<file path="src/rtl/seg_scan_capture.sv">
// Receive-side sampler for a multiplexed 4-digit active-low 7-segment bus.
// Accepts a pattern once it has been stable for STABLE_CYCLES samples and decodes it per digit.
module seg_scan_capture #(
    parameter int STABLE_CYCLES = 4,
    parameter int CNT_W         = 8
) (
    input  logic        clk,
    input  logic        rst,
    input  logic [6:0]  seg,
    input  logic [3:0]  an,
    output logic [15:0] digits,
    output logic [3:0]  valid,
    output logic        frame_done,
    output logic        err,
    output logic [1:0]  err_digit
);

    localparam logic [CNT_W-1:0] CNT_FULL = CNT_W'(STABLE_CYCLES);
    localparam logic [CNT_W-1:0] CNT_LAST = CNT_W'(STABLE_CYCLES - 1);

    logic [6:0]       r_seg_q;
    logic [3:0]       r_an_q;
    logic [6:0]       r_prev_seg;
    logic [3:0]       r_prev_an;
    logic [CNT_W-1:0] r_cnt;
    logic [3:0]       r_mask;
    logic [15:0]      r_digits;
    logic [3:0]       r_valid;
    logic             r_frame_done;
    logic             r_err;
    logic [1:0]       r_err_digit;

    logic [3:0]       w_an_sel;
    logic             w_sel_ok;
    logic             w_same;
    logic [CNT_W-1:0] w_cnt_next;
    logic             w_accept;
    logic [1:0]       w_idx;
    logic [3:0]       w_sel_bit;
    logic [3:0]       w_code;
    logic             w_code_ok;
    logic [3:0]       w_mask_base;

    assign w_an_sel  = ~r_an_q;
    assign w_sel_ok  = (w_an_sel != 4'd0) && ((w_an_sel & (w_an_sel - 4'd1)) == 4'd0);
    assign w_same    = ({r_an_q, r_seg_q} == {r_prev_an, r_prev_seg});
    assign w_accept  = w_sel_ok && w_same && (r_cnt == CNT_LAST);
    assign w_sel_bit = 4'b0001 << w_idx;
    // A full mask is reported and cleared one edge after the last capture.
    assign w_mask_base = (r_mask == 4'hF) ? 4'h0 : r_mask;

    always_comb begin
        w_cnt_next = r_cnt;
        if (!w_sel_ok) begin
            w_cnt_next = '0;
        end else if (w_same) begin
            if (r_cnt != CNT_FULL) begin
                w_cnt_next = r_cnt + CNT_W'(1);
            end
        end else begin
            w_cnt_next = CNT_W'(1);
        end
    end

    always_comb begin
        w_idx = 2'd0;
        if (!r_an_q[0]) begin
            w_idx = 2'd0;
        end else if (!r_an_q[1]) begin
            w_idx = 2'd1;
        end else if (!r_an_q[2]) begin
            w_idx = 2'd2;
        end else begin
            w_idx = 2'd3;
        end
    end

    always_comb begin
        w_code    = 4'hF;
        w_code_ok = 1'b1;
        case (r_seg_q)
            7'b1000000: w_code = 4'h0;
            7'b1111001: w_code = 4'h1;
            7'b0100100: w_code = 4'h2;
            7'b0110000: w_code = 4'h3;
            7'b0011001: w_code = 4'h4;
            7'b0010010: w_code = 4'h5;
            7'b0000010: w_code = 4'h6;
            7'b1111000: w_code = 4'h7;
            7'b0000000: w_code = 4'h8;
            7'b0011000: w_code = 4'h9;
            7'b0001000: w_code = 4'hA;
            7'b1111111: w_code = 4'hF;
            default:    w_code_ok = 1'b0;
        endcase
    end

    always_ff @(posedge clk) begin
        if (rst) begin
            r_seg_q      <= 7'h7F;
            r_an_q       <= 4'hF;
            r_prev_seg   <= 7'h7F;
            r_prev_an    <= 4'hF;
            r_cnt        <= '0;
            r_mask       <= 4'h0;
            r_digits     <= 16'hFFFF;
            r_valid      <= 4'h0;
            r_frame_done <= 1'b0;
            r_err        <= 1'b0;
            r_err_digit  <= 2'd0;
        end else begin
            r_seg_q      <= seg;
            r_an_q       <= an;
            r_prev_seg   <= r_seg_q;
            r_prev_an    <= r_an_q;
            r_cnt        <= w_cnt_next;
            r_frame_done <= (r_mask == 4'hF);
            r_err        <= w_accept && !w_code_ok;
            r_mask       <= w_accept ? (w_mask_base | w_sel_bit) : w_mask_base;
            if (w_accept) begin
                if (w_code_ok) begin
                    r_digits[{w_idx, 2'b00} +: 4] <= w_code;
                    r_valid[w_idx]                <= 1'b1;
                end else begin
                    r_valid[w_idx] <= 1'b0;
                    r_err_digit    <= w_idx;
                end
            end
        end
    end

    assign digits     = r_digits;
    assign valid      = r_valid;
    assign frame_done = r_frame_done;
    assign err        = r_err;
    assign err_digit  = r_err_digit;

endmodule

</file>
<file path="config.mk">
export PLATFORM = sky130hd
export DESIGN_NAME = seg_scan_capture
export DESIGN_NICKNAME = d
export VERILOG_FILES = /design/src/rtl/seg_scan_capture.sv
export SDC_FILE = /design/constraint.sdc
export NUM_CORES = 1
export LEC_CHECK = 0
export BUFFER_PORTS_ARGS = -buffer_cell sky130_fd_sc_hd__buf_2
export CAP_MARGIN = 15
export CORE_ASPECT_RATIO = 0.7
export CORE_MARGIN = 3
export CORE_UTILIZATION = 40
export DETAILED_ROUTE_END_ITERATION = 6
export PLACE_DENSITY = 0.72
export SKIP_CTS_REPAIR_TIMING = 1
export SYNTH_ARGS = -nofsm -noshare
export SYNTH_HDL_FRONTEND = slang
export SYNTH_SLANG_ARGS = --single-unit
</file>
<file path="constraint.sdc">
create_clock -name clk -period 2.5 [get_ports clk]
set_clock_uncertainty 0.2 [all_clocks]
set_input_delay 0.25 -clock clk [delete_from_list [all_inputs] [get_ports clk]]
set_output_delay 0.25 -clock clk [all_outputs]
set_load 0.05 [all_outputs]
</file>
==> metrics.txt, run 1 <==
RR Startpoint r_cnt[4]$_SDFFE_PP0P_; syn nets 285; MaxCap Viol Count 0; global route overflow 0; Worst EP required 2530 ps; #FFs+latches synth 58; Synth async-reset ratio 0%; Max IR drop VDD 0.297 mV; CTS tree yes; CP Capture Type register; # diodes 0; Avg Cell Area, Syn 9.61 sq um; Max Clock Freq 0.422 GHz; initial antenna violation count 0; Via density 5.15; Die Height 73.4 um; Distinct cells, synth 45; Clock transition at path regs 60 ps; final hold vios 0; Leak 1.42 nW; initial core utilization 43.3%; Worst setup SP type register; Reg2Reg Depth 6; min-delay src rst; Final #Nets 340; post-placement cell count 378; DRT iter0 DRCs 88; largest net degree at the start of global routing 30; area grow syn2layout 25.2%; GPL Wtd Cong 0.825; later-pin clock latency in the skew report 340 ps; non-filler cells in the finished layout 405; Seq/Total Area, Yosys 44.8%; Die ar. 0.00750 sq mm; total track usage 16.1%; status finished clean; hold slack 147 ps; Max stage delay on crit path 570 ps; Arrival @ worst endpoint 2400 ps; Clock Sink Count 58; commonest non-fill, non-tap cell in the layout dfxtp_1; Post-synth EDFFs 0; router iterations before antenna repair 4; final slew viol count 0; critical-path cell list or4_4, nor4b_4, a21boi_4, buf_12, nand4b_4, mux2_4; CTS buffer count 9; main flop type after synthesis dfxtp_1; Worst path slowest cell or4_4; Cells on Worst Hold Path 3; Routed WL 5640 um; Max clock buf depth 2; relative slew slack 67.5%; share of cells above drive strength 1 29.1%; worst-margin pin slew 482 ps; crit path from r_cnt[4]$_SDFFE_PP0P_; most frequent cells in the layout dfxtp_1 (58), buf_2 (36), nor2_1 (35); unrepaired setup endpoints after global routing no; vias in the first global route 1884; cell family with most CP delay simple AND/OR/NAND/NOR gates; period utilisation layout 94.8%; crit path buf inv count 1; IO Pins 37; first-pass GRT wire length 9050 um; drt wl/cell 13.9 um; Port Buffers 36; Crit Path Class register to register; dpl hpwl 3970 um; Rows 23; Setup Viol. Count Final 0; H-Tree Depth 3; root buffer cell clkbuf_8; Chip Width 102 um; Min-Delay Path Class primary input to register; setup TNS 0 ps; Crit Path Max Fanout 9; Critical Path Stages 6; count of mapped cells out of synthesis 270; Synthesis Warnings 0; drt drc 0; Vias 2086; core area 0.00599 sq mm; Detail Route Antenna Nets 0; Tmin final 2370 ps; P per Cell Area 635 mW/mm^2; Syn Std Cell Area 0.00259 sq mm
==> layer usage <==
metal / vias up / wire length [um] / share of wire, % / GRT usage (%)
met3: 10 / 339 / 6.0 / 6.83
met2: 51 / 2310 / 41 / 21.9
met4: 0 / 105 / 1.9 / 7.42
met1: 982 / 2890 / 51 / 22.0
met5: - / 0 / 0 / 0
li1: 1043 / - / - / -
==> layout make-up <==
cell class	count	area [sq um]
fillers	551	2740
multi-input cells	188	1340
flip-flops and latches	58	1160
repair buffers	60	400
clock buffers	11	141
well taps	75	93.8
clock inverters	5	77.6
inverters	8	30.0
==> registers in the layout, indices dropped and copies added (netlist names), named ones only <==
| register | cells |
|---|---|
| r_an_q | 4 |
| frame_done | 1 |
| r_cnt | 8 |
| digits | 16 |
| err | 1 |
| r_mask | 4 |
| r_prev_an | 4 |
| r_seg_q | 7 |
| err_digit | 2 |
| r_prev_seg | 7 |
==> power breakdown <==
part	leakage [nW]	internal [W]	switching [W]
Clock	0.109	0.000584	0.000367
Combinational	0.833	0.0000704	0.0000706
Sequential	0.473	0.000942	0.0000279
Total	1.42	0.00160	0.000466
==> logic make-up (layout without fill, tap and decap cells) <==
logic type | count (synthesis) | after routing | synth area share (%)
multiplexers | 21 | 21 | 8.49
AND/OR/NAND/NOR | 108 | 108 | 23.1
XOR/XNOR | 22 | 22 | 7.43
flip-flops | 58 | 58 | 44.8
AO/OA/AOI/OAI | 35 | 35 | 11.8
buffers and inverters | 24 | 84 | 3.47
adder cells (fa/ha/maj) | 2 | 2 | 0.965
==> Yosys cell counts (4+ instances only) <==
| cell | number | area share [%] |
|---|---|---|
| dfxtp_1 | 58 | 45 |
| nor2_1 | 35 | 5.1 |
| mux2i_1 | 19 | 7.3 |
| or2_2 | 18 | 4.3 |
| clkbuf_1 | 16 | 2.3 |
| nand2_1 | 16 | 2.3 |
| xnor2_1 | 16 | 5.4 |
| nand3_1 | 10 | 1.9 |
| inv_1 | 8 | 1.2 |
| a21oi_1 | 7 | 1.4 |
| nand4_1 | 7 | 1.7 |
| o21ai_0 | 6 | 1.2 |
| xor2_1 | 6 | 2.0 |
| nor2b_1 | 4 | 0.96 |
==> worst min-delay path: stages <==
cell     delay [ps]
buf_2           200
nor2_1          120
mux2i_1          70
==> metrics by stage <==
step | setup slack (ps) | utilization [%] | total power, W | area (sq um)
floorplan | 170 | - | 0.00108 | 2590
global placement | 183 | 48.7 | 0.00111 | 2920
detailed placement | 147 | 48.7 | 0.00112 | 2920
CTS | 132 | 52.4 | 0.00207 | 3140
global route | 47.7 | 54.2 | 0.00215 | 3250
finish | 130 | 54.2 | 0.00206 | 3250
==> worst paths after layout <==
path	to	slack, ps
worst max-delay path	err_digit[0]$_SDFFE_PP0P_	130
worst min-delay path	digits[9]$_SDFFE_PP1P_	150
worst max register to register	err_digit[0]$_SDFFE_PP0P_	130
worst min register to register	r_mask[0]$_SDFF_PP0_	260
(Power assumes the default switching activity.)
==> run 2, diff against run 1 <==
==> constraint.sdc (replaced) <==
create_clock -name clk -period 2.5 [get_ports clk]
set_clock_uncertainty 0.2 [all_clocks]
set_input_delay 0.375 -clock clk [delete_from_list [all_inputs] [get_ports clk]]
set_output_delay 0.375 -clock clk [all_outputs]
set_load 0.05 [all_outputs]
==> run 2 against run 1 <==
First-iteration DRC count shrank 11%. Non-clock buffer count decreased by 10. Via count decreased by 1.3%. Power down 0.60%. Maximum frequency hardly changed. Wire length is 1.5% lower. Worst hold slack got worse by 140 ps. Design area fell by 3.1%. Clock power is essentially flat. Sequential share of layout area rose by 1.1 points. Combinational power shrank 9%. Critical path depth unchanged. Critical endpoint unchanged.
==> metrics.txt, run 2 (synthesized netlist as in run 1, its figures left out) <==
# diodes 0 (unchanged); CTS tree yes; Routed WL 5560 um (-1.5%); Die Height 73.4 um (unchanged); core area 0.00599 sq mm (unchanged); FF+latch area 0.00116 sq mm (unchanged); worst-margin pin slew 482 ps (-0.604 ps); Min-Delay Path Class primary input to register; IO Pins 37 (unchanged); commonest non-fill, non-tap cell in the layout dfxtp_1; drt wl/cell 14.1 um (+0.99%); Chip Width 102 um (unchanged); dpl hpwl 3970 um (unchanged); setup TNS 0 ps (unchanged); Final Util 52.6% (-1.7 points); Via density 5.21 (+1.2%); initial antenna violation count 0 (unchanged); Clock Sink Count 58 (unchanged); critical-path cell list or4_4, nor4b_4, a21boi_4, buf_12, nand4b_4, mux2_4; hold slack 9.47 ps (-138 ps); Design Area, Final 0.00315 sq mm (-3.1%); Worst path slowest cell or4_4; Rows 23 (unchanged); Worst setup SP type register; root buffer cell clkbuf_8; final hold vios 0 (unchanged); crit path buf inv count 1 (unchanged); total track usage 16.1% (unchanged); Vias 2059 (-1.3%); dpl cell area 0.00292 sq mm (unchanged); P per Cell Area 652 mW/mm^2 (+2.6%); Max clock buf depth 2 (unchanged); first-pass GRT wire length 9050 um (unchanged); DRT iter0 DRCs 78 (-11%); H-Tree Depth 3 (unchanged); vias in the first global route 1884 (unchanged); cell family with most CP delay simple AND/OR/NAND/NOR gates; Tmin final 2370 ps (+1.42 ps); most frequent cells in the layout dfxtp_1 (58), buf_2 (36), nor2_1 (35); relative slew slack 67.5% (about the same); Arrival @ worst endpoint 2400 ps (about the same); largest net degree at the start of global routing 30 (unchanged); Port Buffers 36 (unchanged); Clock transition at path regs 60 ps (about the same); GPL Wtd Cong 0.825 (unchanged); CTS buffer count 9 (unchanged); unrepaired setup endpoints after global routing no; Die ar. 0.00750 sq mm (unchanged); Crit Path Max Fanout 9 (unchanged); share of cells above drive strength 1 30.0% (+0.91 points); CP Capture Type register; initial core utilization 43.3% (unchanged); later-pin clock latency in the skew report 340 ps (about the same); Crit Path Class register to register; Max Clock Freq 0.422 GHz (about the same); max reg flops 16 (unchanged); Worst EP required 2530 ps (about the same); area grow syn2layout 21.3%; Multi-input gate area 0.00134 sq mm (unchanged); Leak 1.37 nW (-2.9%); period utilisation layout 94.8% (about the same); final slew viol count 0 (unchanged); MaxCap Viol Count 0 (unchanged); Max stage delay on crit path 570 ps (about the same); Final #Nets 330 (-2.9%); FILL cells 559 (+1.5%); Max IR drop VDD 0.296 mV (-0.23%); router iterations before antenna repair 4 (unchanged); Detail Route Antenna Nets 0 (unchanged); global route overflow 0 (unchanged); status finished clean; drt drc 0 (unchanged); Setup Viol. Count Final 0 (unchanged)
-- run 2: cell count changes in the layout (fill, tap and decap cells not counted), sizes merged --
cell         previous run  this run
dlygate4sd3            11         1
-- run 2: final cells by class --
| type | instances | share of cell area (%) |
|---|---|---|
| repair buffers | 50 | 9.54 |
| well taps | 75 | 2.98 |
| inverters | 8 | 0.954 |
| clock inverters | 5 | 2.47 |
| flip-flops and latches | 58 | 36.9 |
| multi-input cells | 188 | 42.7 |
| clock buffers | 11 | 4.49 |
-- run 2: worst reg2reg max path: stages, from the launching register on --
cell	delay, ps
dfxtp_1	350
or4_4	570
nor4b_4	310
a21boi_4	240
buf_12	150
nand4b_4	120
mux2_4	320
-- run 2: worst paths after layout --
path,start,endpoint,slack (ps),depth (start not counted)
worst max-delay path,r_cnt[4]$_SDFFE_PP0P_,err_digit[0]$_SDFFE_PP0P_,130,6
worst min-delay path,seg[4],r_seg_q[4]$_SDFF_PP1_,9,2
worst max register to register,r_cnt[4]$_SDFFE_PP0P_,err_digit[0]$_SDFFE_PP0P_,130,6
worst min register to register,r_mask[0]$_SDFF_PP0_,r_mask[0]$_SDFF_PP0_,260,2
-- run 2: stage by stage --
step / instances / setup slack (ps) / total power (W)
after floorplan: 270 / 170 / 0.00108
after global placement: 378 / 183 / 0.00111
after detailed placement: 378 / 147 / 0.00112
after CTS: 394 / 132 / 0.00207
after global routing: 395 / 47.7 / 0.00214
final: 395 / 129 / 0.00205
-- run 2: per-layer routing --
metal	share of wire (%)	up-vias	routed length, um	GRT usage (%)
met5	0	-	0	0
met4	1.9	0	107	7.42
met3	6.6	10	369	6.83
met2	40	48	2250	21.9
met1	51	976	2830	22.0
li1	-	1025	-	-
-- run 2: where the power goes --
group / internal [W] / total (W) / switching [W]
Clock: 0.000584 / 0.000951 / 0.000367
Sequential: 0.000942 / 0.000970 / 0.0000278
Combinational: 0.0000602 / 0.000129 / 0.0000689
==> run 3, diff against run 2 <==
Settings changed: GPL_TIMING_DRIVEN set to 0.
==> run 3 against run 2 <==
First-iteration DRC count rose by 21%. Worst setup slack got worse by 71 ps. Sequential share of layout area fell by 0.77 points. Global-route usage is 0.19 points lower. Critical path depth decreased by 1. Clock power rose by 2.2%. Sequential cell count is the same. Power rose by 1.3%. Wire length up 1.2%. Worst hold slack got worse by 4.7 ps. Non-clock buffer count rose by 8. Largest cell class unchanged. Largest power group is now the clock network.
==> metrics.txt, run 3 (synthesized netlist as in run 1, its figures left out) <==
P per Cell Area 644 mW/mm^2 (-1.2%); Min-Delay Path Class primary input to register; commonest non-fill, non-tap cell in the layout dfxtp_1; dpl hpwl 4140 um (+4.3%); Reg2Reg Setup Slack 60 ps (-70 ps); Max IR drop VDD 0.368 mV (+24%); worst-margin pin slew 798 ps (+316 ps); global route overflow 0 (unchanged); Max Clock Freq 0.410 GHz (-2.9%); grt peak-use layer met1; CTS buffer count 9 (unchanged); GPL Wtd Cong 0.895 (+8.5%); H-Tree Depth 3 (unchanged); CP Capture Type register; DRT iter0 DRCs 94 (+21%); final hold vios 0 (unchanged); setup TNS 0 ps (unchanged); Port Buffers 36 (unchanged); Worst setup SP type register; drt drc 0 (unchanged); initial antenna violation count 0 (unchanged); Clock Sink Count 58 (unchanged); CTS tree yes; RR Startpoint r_cnt[5]$_SDFFE_PP0P_; WHS Endpoint r_seg_q[3]$_SDFF_PP1_; Crit Path Max Fanout 8 (-1); Max clock buf depth 2 (unchanged); Routed WL 5630 um (+1.2%); # diodes 0 (unchanged); Via density 5.16 (-1.0%); final slew viol count 0 (unchanged); met3 Use GR 7.69% (+0.85 points); Cells on Worst Hold Path 2 (unchanged); Reg2Reg Depth 5 (-1); initial core utilization 43.3% (unchanged); drt wl/cell 14.0 um (-0.77%); Tmin final 2440 ps (+70.7 ps); Rows 23 (unchanged); Die ar. 0.00750 sq mm (unchanged); core area 0.00599 sq mm (unchanged); reg2reg end err_digit[1]$_SDFFE_PP0P_; area grow syn2layout 24.5%; max reg flops 16 (unchanged); Detail Route Antenna Nets 0 (unchanged); MaxCap Viol Count 0 (unchanged); Setup Viol. Count Final 0 (unchanged); first-pass GRT wire length 9140 um (+1.0%); Clock transition at path regs 70 ps (about the same); FILL cells 552 (-1.3%); status finished clean; period utilisation layout 97.7% (+2.8 points); Final #Nets 338 (+2.4%); most frequent cells in the layout dfxtp_1 (56), buf_2 (36), nor2_1 (35); IO Pins 37 (unchanged); M1 GR Usage 22.0% (about the same); Chip Width 102 um (unchanged); largest net degree at the start of global routing 13 (-57%); Die Height 73.4 um (unchanged); Arrival @ worst endpoint 2480 ps (+80 ps); met2 Resource Use GR 21.6% (-0.29 points); root buffer cell clkbuf_8; Vias 2079 (+0.97%); Leak 1.38 nW (about the same); Worst EP required 2530 ps (about the same); vias in the first global route 1926 (+2.2%); total track usage 15.9% (-0.19 points); router iterations before antenna repair 4 (unchanged); relative slew slack 46.6% (-21 points); later-pin clock latency in the skew report 350 ps (about the same); min-delay src seg[3]; non-filler cells in the finished layout 403 (+2.0%); unrepaired setup endpoints after global routing yes; Crit Path Class register to register; share of cells above drive strength 1 30.5% (+0.49 points); post-placement cell count 381 (+0.79%)
## run 3: power breakdown
part	internal (W)	switching, W	leakage, nW	total (W)
Clock	0.000568	0.000404	0.110	0.000972
Sequential	0.000941	0.0000161	0.475	0.000957
Combinational	0.0000611	0.0000881	0.791	0.000149
## run 3: worst max-delay path by stage
| stage | startpoint | end | slack (ps) |
|---|---|---|---|
| floorplan | r_cnt[4]$_SDFFE_PP0P_ | err_digit[0]$_SDFFE_PP0P_ | 170 |
| global placement | r_seg_q[5]$_SDFF_PP1_ | register | -170 |
| detailed placement | r_seg_q[5]$_SDFF_PP1_ | register | -180 |
| CTS | r_seg_q[5]$_SDFF_PP1_ | register | -200 |
| global route | r_cnt[5]$_SDFFE_PP0P_ | err_digit[0]$_SDFFE_PP0P_ | -30 |
| finish | r_cnt[5]$_SDFFE_PP0P_ | err_digit[1]$_SDFFE_PP0P_ | 60 |
## run 3: worst max-delay path, cell delays in order (launching register included)
cell and delay, ps:
dfxtp_4 340, or4_4 530, nor4b_4 290, a21boi_4 450
nand4b_4 190, mux2_4 320
## run 3: final cells by class
cell class	instances	area, sq um	area share, %
Buffer	14	58.8	1.82
Clock buffer	9	124	3.84
Clock inverter	7	103	3.18
Inverter	8	30.0	0.930
Multi-Input combinational cell	188	1410	43.5
Sequential cell	58	1170	36.1
Tap cell	75	93.8	2.91
Timing Repair Buffer	44	248	7.67
## run 3: through the flow
stage / instance area [sq um] / total power, W / utilization, % / hold slack [ps] / worst slack [ps]
after floorplan: 2590 / 0.00108 / - / 232 / 170
after global placement: 2870 / 0.00111 / 47.9 / 244 / -168
after detailed placement: 2870 / 0.00111 / 47.9 / 250 / -184
after CTS: 3090 / 0.00209 / 51.7 / -14.1 / -199
after global routing: 3230 / 0.00216 / 53.9 / 0.260 / -31.4
final: 3230 / 0.00208 / 53.9 / 4.73 / 58.1
## run 3: routing by layer
layer  share of wire (%)  vias up  wire length (um)
li1                    -     1046                 -
met1                  52      960              2910
met2                  39       63              2210
met3                 7.7       10               432
met4                 1.4        0                78
met5                   0        -                 0
